[config.mk]
export PLATFORM = sky130hd
export DESIGN_NAME = out_port_arbiter
export DESIGN_NICKNAME = d
export VERILOG_FILES = /design/src/rtl/out_port_arb_pkg.sv /design/src/rtl/out_port_arbiter_rr_pick.sv /design/src/rtl/out_port_arbiter.sv
export SDC_FILE = /design/constraint.sdc
export NUM_CORES = 1
export LEC_CHECK = 0
export BUFFER_PORTS_ARGS = -buffer_cell sky130_fd_sc_hd__buf_4
export CELL_PAD_IN_SITES_DETAIL_PLACEMENT = 1
export CELL_PAD_IN_SITES_GLOBAL_PLACEMENT = 2
export CORE_AREA = 4 4 312 314
export DETAILED_ROUTE_END_ITERATION = 12
export DIE_AREA = 0 0 316 318
export PLACE_DENSITY_LB_ADDON = 0.08
export SYNTH_ARGS = -nofsm -noshare
export SYNTH_HDL_FRONTEND = slang
export SYNTH_SLANG_ARGS = --single-unit
[constraint.sdc]
create_clock -name clk -period 15.85 [get_ports clk]
set_clock_uncertainty 0.1 [all_clocks]
set_input_delay 0.7925 -clock clk [delete_from_list [all_inputs] [get_ports clk]]
set_output_delay 0.7925 -clock clk [all_outputs]
set_load 0.01 [all_outputs]
[src/rtl/out_port_arb_pkg.sv]
// ----------------------------------------------------------------------------
// out_port_arb_pkg
//
// Purpose:
//   Shared definitions for the output-port arbiter slice: the two-state FSM
//   encoding and the helper that sizes port-select fields.
//
// Contents:
//   arb_state_e           - ST_EMPTY (output register free) / ST_FULL (dout_vld high)
//   port_sel_bits(n)      - width of an index selecting one of n ports (min 1)
//   DEFAULT_NUM_OUT_PORTS - port count used by the default configuration
//   PORT_SEL_BITS         - select width for the default port count
// ----------------------------------------------------------------------------
package out_port_arb_pkg;

    typedef enum logic {
        ST_EMPTY = 1'b0,
        ST_FULL  = 1'b1
    } arb_state_e;

    // A single port still needs a 1-bit index field so ports never collapse
    // to zero width.
    function automatic int port_sel_bits(input int n);
        return (n > 1) ? $clog2(n) : 1;
    endfunction

    localparam int DEFAULT_NUM_OUT_PORTS = 7;
    localparam int PORT_SEL_BITS         = port_sel_bits(DEFAULT_NUM_OUT_PORTS);

endpackage : out_port_arb_pkg

[src/rtl/out_port_arbiter_rr_pick.sv]
// ----------------------------------------------------------------------------
// rr_pick
//
// Purpose:
//   Purely combinational round-robin search. Starting one above last_i and
//   wrapping from N-1 to 0, returns the first asserted request. The port at
//   last_i itself is considered last (full wrap), so a lone requester is
//   always found.
//
// Parameters:
//   N - number of requesters
//   W - width of the index fields
//
// Ports:
//   req_i     [N-1:0] in  - request vector (1 = port has a packet)
//   last_i    [W-1:0] in  - index granted most recently
//   gnt_vld_o         out - at least one request is asserted
//   gnt_idx_o [W-1:0] out - chosen index (0 when gnt_vld_o is low)
// ----------------------------------------------------------------------------
module rr_pick #(
    parameter int N = 7,
    parameter int W = 3
) (
    input  logic [N-1:0] req_i,
    input  logic [W-1:0] last_i,
    output logic         gnt_vld_o,
    output logic [W-1:0] gnt_idx_o
);

    int         idx;
    logic [W-1:0] idx_w;

    // Walk offsets from the farthest down to the nearest so the nearest
    // match is the one left standing; this avoids an early loop exit.
    always_comb begin
        gnt_vld_o = 1'b0;
        gnt_idx_o = '0;
        idx       = 0;
        idx_w     = '0;
        for (int off = N; off >= 1; off--) begin
            idx = int'(last_i) + off;
            // last_i < N in normal operation; the second fold only keeps the
            // index in range if last_i ever holds an unused encoding.
            if (idx >= N) idx = idx - N;
            if (idx >= N) idx = idx - N;
            idx_w = W'(idx);
            if (req_i[idx_w]) begin
                gnt_vld_o = 1'b1;
                gnt_idx_o = idx_w;
            end
        end
    end

endmodule : rr_pick

[src/rtl/out_port_arbiter.sv]
// ----------------------------------------------------------------------------
// out_port_arbiter
//
// Purpose:
//   Arbitrates NUM_OUT_PORTS first-word-fall-through port FIFOs onto a single
//   registered network output. A two-state FSM tracks whether the output
//   register holds a packet. Whenever the register is free (or is being
//   emptied by a handshake this cycle) and stall is low, one non-empty port
//   is picked round-robin, popped combinationally via rd_en_sel and its head
//   packet loaded into dout. Back-to-back grants give one packet per cycle.
//
// Handshake:
//   dout/grant_id are valid while dout_vld is high; the network takes the
//   packet on a cycle where dout_vld and dout_rdy are both high. While
//   dout_vld is high and dout_rdy is low, dout and grant_id hold. rd_en_sel
//   is a one-hot-or-zero pop strobe, asserted only in the cycle the port is
//   granted and only for a port whose empty bit is low. stall blocks new
//   grants but never blocks a pending handshake.
//
// Build option:
//   OUT_PORT_ARB_BURST_EN - when defined, the last granted port keeps the
//   grant while non-empty for up to BURST_LEN consecutive grants before the
//   round-robin rotation resumes. When undefined, every grant rotates and
//   BURST_LEN has no effect.
//
// Ports:
//   clk                                      in  - clock
//   reset                                    in  - synchronous, active high
//   empty        [NUM_OUT_PORTS-1:0]         in  - per-port FIFO empty
//   internal_out [PACKET_BITS*NUM_OUT_PORTS-1:0] in - per-port head packets
//   rd_en_sel    [NUM_OUT_PORTS-1:0]         out - pop strobe (one-hot or zero)
//   stall                                    in  - blocks new grants
//   dout         [PACKET_BITS-1:0]           out - registered packet
//   dout_vld                                 out - dout valid
//   dout_rdy                                 in  - network ready
//   grant_id     [clog2(NUM_OUT_PORTS)-1:0]  out - source port of dout
//   state_o                                  out - FSM state (observability)
// ----------------------------------------------------------------------------
module out_port_arbiter
    import out_port_arb_pkg::*;
#(
    parameter int PACKET_BITS   = 97,
    parameter int NUM_OUT_PORTS = 7,
    parameter int BURST_LEN     = 4
) (
    input  logic                                  clk,
    input  logic                                  reset,
    input  logic [NUM_OUT_PORTS-1:0]              empty,
    input  logic [PACKET_BITS*NUM_OUT_PORTS-1:0]  internal_out,
    output logic [NUM_OUT_PORTS-1:0]              rd_en_sel,
    input  logic                                  stall,
    output logic [PACKET_BITS-1:0]                dout,
    output logic                                  dout_vld,
    input  logic                                  dout_rdy,
    output logic [port_sel_bits(NUM_OUT_PORTS)-1:0] grant_id,
    output arb_state_e                            state_o
);

    localparam int SEL_W = port_sel_bits(NUM_OUT_PORTS);
    localparam logic [SEL_W-1:0] LAST_PORT = SEL_W'(NUM_OUT_PORTS - 1);

    // ------------------------------------------------------------------
    // Registers
    // ------------------------------------------------------------------
    arb_state_e             state_q;
    logic [PACKET_BITS-1:0] dout_q;
    logic                   dout_vld_q;
    logic [SEL_W-1:0]       grant_id_q;
    logic [SEL_W-1:0]       last_q;

    // ------------------------------------------------------------------
    // Round-robin search over the non-empty ports
    // ------------------------------------------------------------------
    logic [NUM_OUT_PORTS-1:0] req;
    logic                     rr_vld;
    logic [SEL_W-1:0]         rr_idx;

    assign req = ~empty;

    rr_pick #(
        .N (NUM_OUT_PORTS),
        .W (SEL_W)
    ) u_rr_pick (
        .req_i     (req),
        .last_i    (last_q),
        .gnt_vld_o (rr_vld),
        .gnt_idx_o (rr_idx)
    );

    logic             pick_vld;
    logic [SEL_W-1:0] pick_idx;

`ifdef OUT_PORT_ARB_BURST_EN
    // The counter reaches at most BURST_LEN-1.
    localparam int CNT_W = port_sel_bits(BURST_LEN);

    logic [CNT_W-1:0] burst_cnt_q;
    // Set by the first grant after reset: until then last_q is only a
    // search start point, not a port that owns a burst.
    logic             burst_live_q;
    logic             repeat_ok;

    assign repeat_ok = burst_live_q && req[last_q] &&
                       (int'(burst_cnt_q) < BURST_LEN - 1);
    assign pick_vld  = repeat_ok || rr_vld;
    assign pick_idx  = repeat_ok ? last_q : rr_idx;
`else
    // BURST_LEN has no effect in this build.
    logic unused_burst_len;
    assign unused_burst_len = (BURST_LEN != 0);

    assign pick_vld = rr_vld;
    assign pick_idx = rr_idx;
`endif

    // ------------------------------------------------------------------
    // Grant decision
    // ------------------------------------------------------------------
    // The output register can take a packet when it is free, or when the
    // packet it holds leaves this very cycle.
    logic load_ok;
    logic grant;

    assign load_ok = (state_q == ST_EMPTY) || (dout_vld_q && dout_rdy);
    assign grant   = !reset && load_ok && !stall && pick_vld;

    // pick_vld only rises for a port whose request (empty low) is set, so
    // the pop can never target an empty FIFO.
    always_comb begin
        rd_en_sel = '0;
        if (grant) begin
            rd_en_sel[pick_idx] = 1'b1;
        end
    end

    // ------------------------------------------------------------------
    // FSM with registered outputs
    // ------------------------------------------------------------------
    always_ff @(posedge clk) begin
        if (reset) begin
            // A packet held here is dropped without a pop.
            state_q      <= ST_EMPTY;
            dout_q       <= '0;
            dout_vld_q   <= 1'b0;
            grant_id_q   <= '0;
            last_q       <= LAST_PORT;
`ifdef OUT_PORT_ARB_BURST_EN
            burst_cnt_q  <= '0;
            burst_live_q <= 1'b0;
`endif
        end else begin
            case (state_q)
                ST_EMPTY: begin
                    if (grant) begin
                        state_q    <= ST_FULL;
                        dout_vld_q <= 1'b1;
                    end
                end
                ST_FULL: begin
                    if (grant) begin
                        state_q    <= ST_FULL;
                        dout_vld_q <= 1'b1;
                    end else if (dout_vld_q && dout_rdy) begin
                        state_q    <= ST_EMPTY;
                        dout_vld_q <= 1'b0;
                    end
                end
                default: begin
                    state_q    <= ST_EMPTY;
                    dout_vld_q <= 1'b0;
                end
            endcase

            if (grant) begin
                dout_q     <= internal_out[int'(pick_idx)*PACKET_BITS +: PACKET_BITS];
                grant_id_q <= pick_idx;
                last_q     <= pick_idx;
`ifdef OUT_PORT_ARB_BURST_EN
                burst_live_q <= 1'b1;
                // Repeats extend the burst; any rotation starts a new one.
                if (repeat_ok) begin
                    burst_cnt_q <= burst_cnt_q + 1'b1;
                end else begin
                    burst_cnt_q <= '0;
                end
`endif
            end
        end
    end

    assign dout     = dout_q;
    assign dout_vld = dout_vld_q;
    assign grant_id = grant_id_q;
    assign state_o  = state_q;

endmodule : out_port_arbiter

==> out/qor.tcl, run 1 <==
set qor(post_synth.cell_area_avg_um2) 9.11
set qor(postSynthNetCount) 2117
set qor(timing.final.crit_share_pct) 52.1
set qor(per_cell_via_count_in_the_routed_design) 4.36
set qor(postSynthCellCount) 1402
set qor(io_buffers) 798
set qor(ctsHtreeMaxLevel) 3
set qor(outcome) {finished clean}
set qor(cts-root-to-sink-buffers) 2
set qor(hold-path-cell-count) 2
set qor(finish.utilization_pct) 21.3
set qor(synth_cell_type_count) 96
set qor(setup.reg_to_reg.worst_slack_ns) 7.73
set qor(sequential_cell_area_um2) 2080
set qor(finish.net_count) 2804
set qor(cts-buffers-inserted) 9
set qor(gp_routability_congestion) 0.807
set qor(drive_gt1_share_pct) 53.5
set qor(ctsResizeCount) 0
set qor(ys_seq_elements) 104
set qor(timing.final.setup_violations) 0
set qor(worst_slew_pin_slew_ns) 1.08
set qor(crit_arrival_ns) 7.36
set qor(clk-insertion-delay-late_ns) 0.39
set qor(grt_util_all_layers_pct) 18.5
set qor(die_height_um) 318
set qor(grt.overflow.total) 0
set qor(synth.top_cells.by_area) {dfxtp_1, mux2i_1, a221oi_2, mux2_2, nand2b_1}
set qor(worst_ep_required_time_ns) 14.96
set qor(reg2regPathDepth) 19
set qor(maxSlewHeadroom_pct) 27.8
set qor(critical_path_peak_fanout) 38
set qor(routed_wire_length_per_instance_um) 29.0
set qor(critPathKind) {flop to primary output}
set qor(cts.sinks) 104
set qor(yosysMostFrequentCell) {mux2i_1}
set qor(synth_enable_flop_cells) 0
set qor(ys_warn_count) 0
set qor(dr_total_vias) 14800
set qor(timing.fmax_mhz) 121
set qor(period_minus_slack_ns) 8.25
set qor(tritoncts_clock_tree) {yes}
set qor(antenna_found_initial) 40
set qor(min_path_type) {flop to flop}
set qor(rsz_0062_raised_after_global_routing) {no}
set qor(floorplan.rows) 113
set qor(synth_flop_cell) {dfxtp_1}
set qor(grt_pass1_vias) 15700
set qor(timing.setup.tns_ns) 0
set qor(drt.antenna.violating_nets) 0
set qor(synthDominantCellAreaShare_pct) 16.3
set qor(initial_core_util_pct) 13.5
set qor(drt_drc_violations_left) 0
set qor(multi_input_comb_area_um2) 9790
set qor(io-pin-count) 799
set qor(yosys.area.top_type) {dfxtp_1}
set qor(maximum_number_of_pins_on_one_net_before_global_route_repair) 71
set qor(synth.yosys.seq_area_share_pct) 16.3
set qor(ctsHoldBuffers) 0
set qor(fillerInstances) 11100
set qor(timing_hold_violations_final) 0
set qor(number_of_max_capacitance_violations_reported) 0
set qor(final_max_slew_viol_count) 0
set qor(register_clock_pin_slew_on_the_reported_worst_setup_and_hold_paths_ns) 0.09
set qor(mappedNetlistArea_um2) 12800
set qor(drt_iter0_drc) 644
set qor(synth_commonest_cells) {mux2i_1, mux2_2, a221oi_2}
set qor(design.core.area_um2) 94600
set qor(critical_path.startpoint_type) {flop}
set qor(area_delta_synth_final_pct) 57.5
set qor(drt-total-wl_mm) 98.2
set qor(grt_first_pass_wirelength_mm) 131
set qor(drt-pass1-iter-count) 4
set qor(end_kind) {primary output}
set qor(chipWidth_um) 316
set qor(root_buffer) {clkbuf_16}
set qor(die_area_um2) 100000
set qor(async_set_reset_flop_share_out_of_synthesis_pct) 0
set qor(dpl.hpwl_mm) 79.7
set qor(postCtsSetupRepairBufs) 0
## cell families after synthesis
| group | count (synthesis) | share of synthesized area (%) |
|---|---|---|
| adders and majority gates | 25 | 2.51 |
| AOI/OAI and AO/OA | 447 | 32.4 |
| DFF | 104 | 16.3 |
| buffers and inverters | 179 | 7.52 |
| muxes | 326 | 27.3 |
| and+or+nand+nor | 308 | 12.8 |
| xor gates and xnor gates | 13 | 1.19 |
## per-stage QoR
step | cell area, um^2 | hold WS, ns | setup slack, ns | cells
2_1_floorplan | 12800 | 0.381 | 10.29 | 1402
3_3_place_gp | 19700 | 0.346 | 7.97 | 3343
3_5_place_dp | 19700 | 0.353 | 7.59 | 3343
4_1_cts | 20100 | 0.375 | 7.51 | 3359
5_1_grt | 20100 | 0.394 | 6.90 | 3378
6_report | 20100 | 0.369 | 7.60 | 3382
## critical path, cell delays in order, from the launching register on
cell and delay (ns):
dfxtp_1 0.76, inv_1 0.41, ha_1 0.36, nand2_1 0.08, ha_1 0.44, nand2b_1 0.19, a31o_2 0.27, o21ai_1 0.19
inv_2 0.09, ha_1 0.27, nand2_1 0.13, nor2_1 0.05, o32a_1 0.35, xnor2_2 0.24, nor2_1 0.07, a31oi_1 0.26
a221oi_1 0.21, o41ai_4 0.83, and2_4 0.61, buf_4 0.69, and2_1 0.24, buf_4 0.13
## sequential cells by signal (all words and copies together) (netlist names)
name and cells:
dout_vld 1, dout 97, last_q 2, state_o 1, grant_id 3
## cells in the final DEF (no fill, tap or decap), types with 35 or more instances in the layout
cell type,netlist,layout
a221oi_2,112,112
a21oi_1,42,42
o21ai_0,56,56
dfxtp_1,104,104
nand2b_1,71,70
mux2i_1,196,196
a211o_1,35,35
nand2_1,43,43
mux2_2,123,123
nor2_1,63,62
o22ai_1,36,36
nand3_1,60,60
buf_4,14,819
## layout make-up
cell class	instances	area share [%]
repair buffers	819	30.6
clock buffers	10	1.14
inverters	36	0.672
flip-flops and latches	104	10.4
clock inverters	6	0.429
well taps	1265	7.87
multi-input cells	1119	48.7
diodes	23	0.286
## worst paths after layout
path,startpoint,to
setup / recovery,last_q[2],rd_en_sel[1]
hold reg to reg,grant_id[2],grant_id[2]
hold / removal,grant_id[2],grant_id[2]
setup reg to reg,last_q[1],dout[26]
## layer usage
| layer | up-vias | global-route usage (%) | share of wire, % | wire length (um) |
|---|---|---|---|---|
| met1 | 7283 | 20.7 | 39 | 38200 |
| li1 | 6906 | - | - | - |
| met5 | - | 0 | 0.19 | 184 |
| met4 | 30 | 4.86 | 1.4 | 1390 |
| met2 | 467 | 33.9 | 52 | 51300 |
| met3 | 72 | 5.70 | 7.3 | 7130 |
Power of run 1 is not shown: default switching activity piles up to over one toggle a cycle in this logic, so the estimate is an artifact.
==> inputs of run 2 (changes only) <==
- CORE_AREA: 4 4 312 314 -> 4 4 306 308
- DIE_AREA: 0 0 316 318 -> 0 0 310 312
- clock period: 15.85 -> 8.5 ns (I/O delays scaled with it)
==> out/qor.tcl, run 2 (synthesis results as in run 1) <==
set qor(timing.setup.tns_ns) 0
set qor(register_clock_pin_slew_on_the_reported_worst_setup_and_hold_paths_ns) 0.10
set qor(tritoncts_clock_tree) {yes}
set qor(critPathKind) {flop to primary output}
set qor(rsz_0062_raised_after_global_routing) {no}
set qor(maximum_number_of_pins_on_one_net_before_global_route_repair) 119
set qor(grt_util_all_layers_pct) 19.3
set qor(placed_area_um2) 19800
set qor(gp_routability_congestion) 0.841
set qor(worstPathBufferInverterCount) 4
set qor(grt.overflow.total) 0
set qor(critical_path.startpoint_type) {flop}
set qor(worst_ep_required_time_ns) 7.98
set qor(timing.final.crit_share_pct) 89.5
set qor(setup.reg_to_reg.worst_slack_ns) 1.26
set qor(hold_path.startpoint) {dout_rdy}
set qor(ctsResizeCount) 0
set qor(timing.final.setup_violations) 0
set qor(timing.fmax_mhz) 131
set qor(root_buffer) {clkbuf_16}
set qor(routed_wire_length_per_instance_um) 29.7
set qor(finish.net_count) 2815
set qor(floorplan.rows) 111
set qor(layout.cells.most_common_list) {buf_4, mux2i_1, mux2_2}
set qor(drive_gt1_share_pct) 53.8
set qor(period_minus_slack_ns) 7.61
set qor(ctsHoldBuffers) 0
set qor(dr_total_vias) 14800
set qor(r2r_end) {dout[20]}
set qor(end_kind) {primary output}
set qor(critical_path_peak_fanout) 53
set qor(number_of_max_capacitance_violations_reported) 0
set qor(drt.antenna.violating_nets) 0
set qor(initial_core_util_pct) 14.0
set qor(io-pin-count) 799
set qor(worst_r2r_startpoint) {last_q[1]}
set qor(series_of_cell_instances_along_the_critical_path) {inv_1, ha_1, nand2_1, ha_1, nand2b_1, a31o_2, o21ai_1, inv_2, ha_1, nand2_1, nor2_1, o32a_1, xnor2_2, nor2_1, a31oi_1, a221oi_1, o41ai_4, nand2b_4, buf_12, nor3_1, buf_4}
set qor(final_max_slew_viol_count) 0
set qor(maxSlewHeadroom_pct) 27.6
set qor(fillerInstances) 10700
set qor(clk-insertion-delay-late_ns) 0.40
set qor(critical-path-slowest-cell) {o41ai_4}
set qor(outcome) {finished clean}
set qor(grt_first_pass_wirelength_mm) 132
set qor(drt_drc_violations_left) 0
set qor(reg2regPathDepth) 18
set qor(worst_slew_pin_slew_ns) 1.08
set qor(dpl.hpwl_mm) 80.8
set qor(drt_iter0_drc) 581
set qor(die_area_um2) 96700
set qor(largest_reg_flops) 97
set qor(cts.sinks) 104
set qor(hold-path-cell-count) 4
set qor(antenna_found_initial) 52
set qor(area_delta_synth_final_pct) 58.1
set qor(min_path_type) {input port to flop}
set qor(grt_pass1_vias) 15800
set qor(holdPathEnd) {dout_vld}
set qor(ctsHtreeMaxLevel) 3
set qor(drt-total-wl_mm) 98.5
set qor(timing.critical_path.slowest_cell_delay_ns) 0.79
set qor(drt-pass1-iter-count) 4
set qor(worst_path_most_repeated_cell) {ha_1}
set qor(cp_top_family) {compound AO/OA/AOI/OAI gates}
set qor(per_cell_via_count_in_the_routed_design) 4.47
set qor(die_height_um) 312
set qor(postCtsSetupRepairBufs) 0
set qor(design_area_um2) 20200
set qor(io_buffers) 798
set qor(cts-root-to-sink-buffers) 2
set qor(finish.utilization_pct) 22.2
set qor(chipWidth_um) 310
set qor(crit_arrival_ns) 7.08
set qor(design.core.area_um2) 91100
set qor(cts-buffers-inserted) 9
set qor(layout.cells.most_common) {buf_4}
set qor(timing_hold_violations_final) 0
==> run 2: worst min-delay path, cell delays in order <==
cell and delay, ns:
buf_4 0.09, nand2_1 0.04, nand3b_1 0.07, nand2_1 0.05
==> run 2: layout make-up <==
class | instances | area [um^2] | area share [%]
antenna | 25 | 62.6 | 0.310
clock buffer | 9 | 225 | 1.12
clock inverter | 7 | 88.8 | 0.440
inverter | 36 | 135 | 0.669
multi-input combinational | 1119 | 9790 | 48.5
sequential | 104 | 2080 | 10.3
tap | 1186 | 1480 | 7.35
timing repair buffer | 830 | 6320 | 31.3
==> run 2: worst max path at each step <==
stage	start	to	slack (ns)	cells past startpoint
finish	last_q[2]	rd_en_sel[6]	0.89	21
CTS	last_q[1]	rd_en_sel[6]	0.61	21
detailed placement	last_q[1]	dout[25]	1.01	22
global route	last_q[1]	rd_en_sel[6]	0.21	21
global placement	last_q[2]	dout[25]	1.11	22
floorplan	last_q[1]	rd_en_sel[4]	3.30	23
==> run 2: through the flow <==
stage | std cells | hold WS (ns) | setup slack (ns)
4_1_cts | 3291 | 0.169 | 0.605
6_report | 3316 | 0.205 | 0.894
3_5_place_dp | 3275 | 0.349 | 1.01
2_1_floorplan | 1402 | 0.381 | 3.30
3_3_place_gp | 3275 | 0.348 | 1.11
5_1_grt | 3311 | 0.220 | 0.208
==> run 2: routing by layer <==
layer	global-route usage (%)	part of all wire [%]	vias up
li1	-	-	6922
met1	20.8	38	7266
met2	34.6	52	462
met3	7.31	8.3	108
met4	6.52	2.1	48
met5	0	0.31	-
Power of run 2 is left out for the same reason.
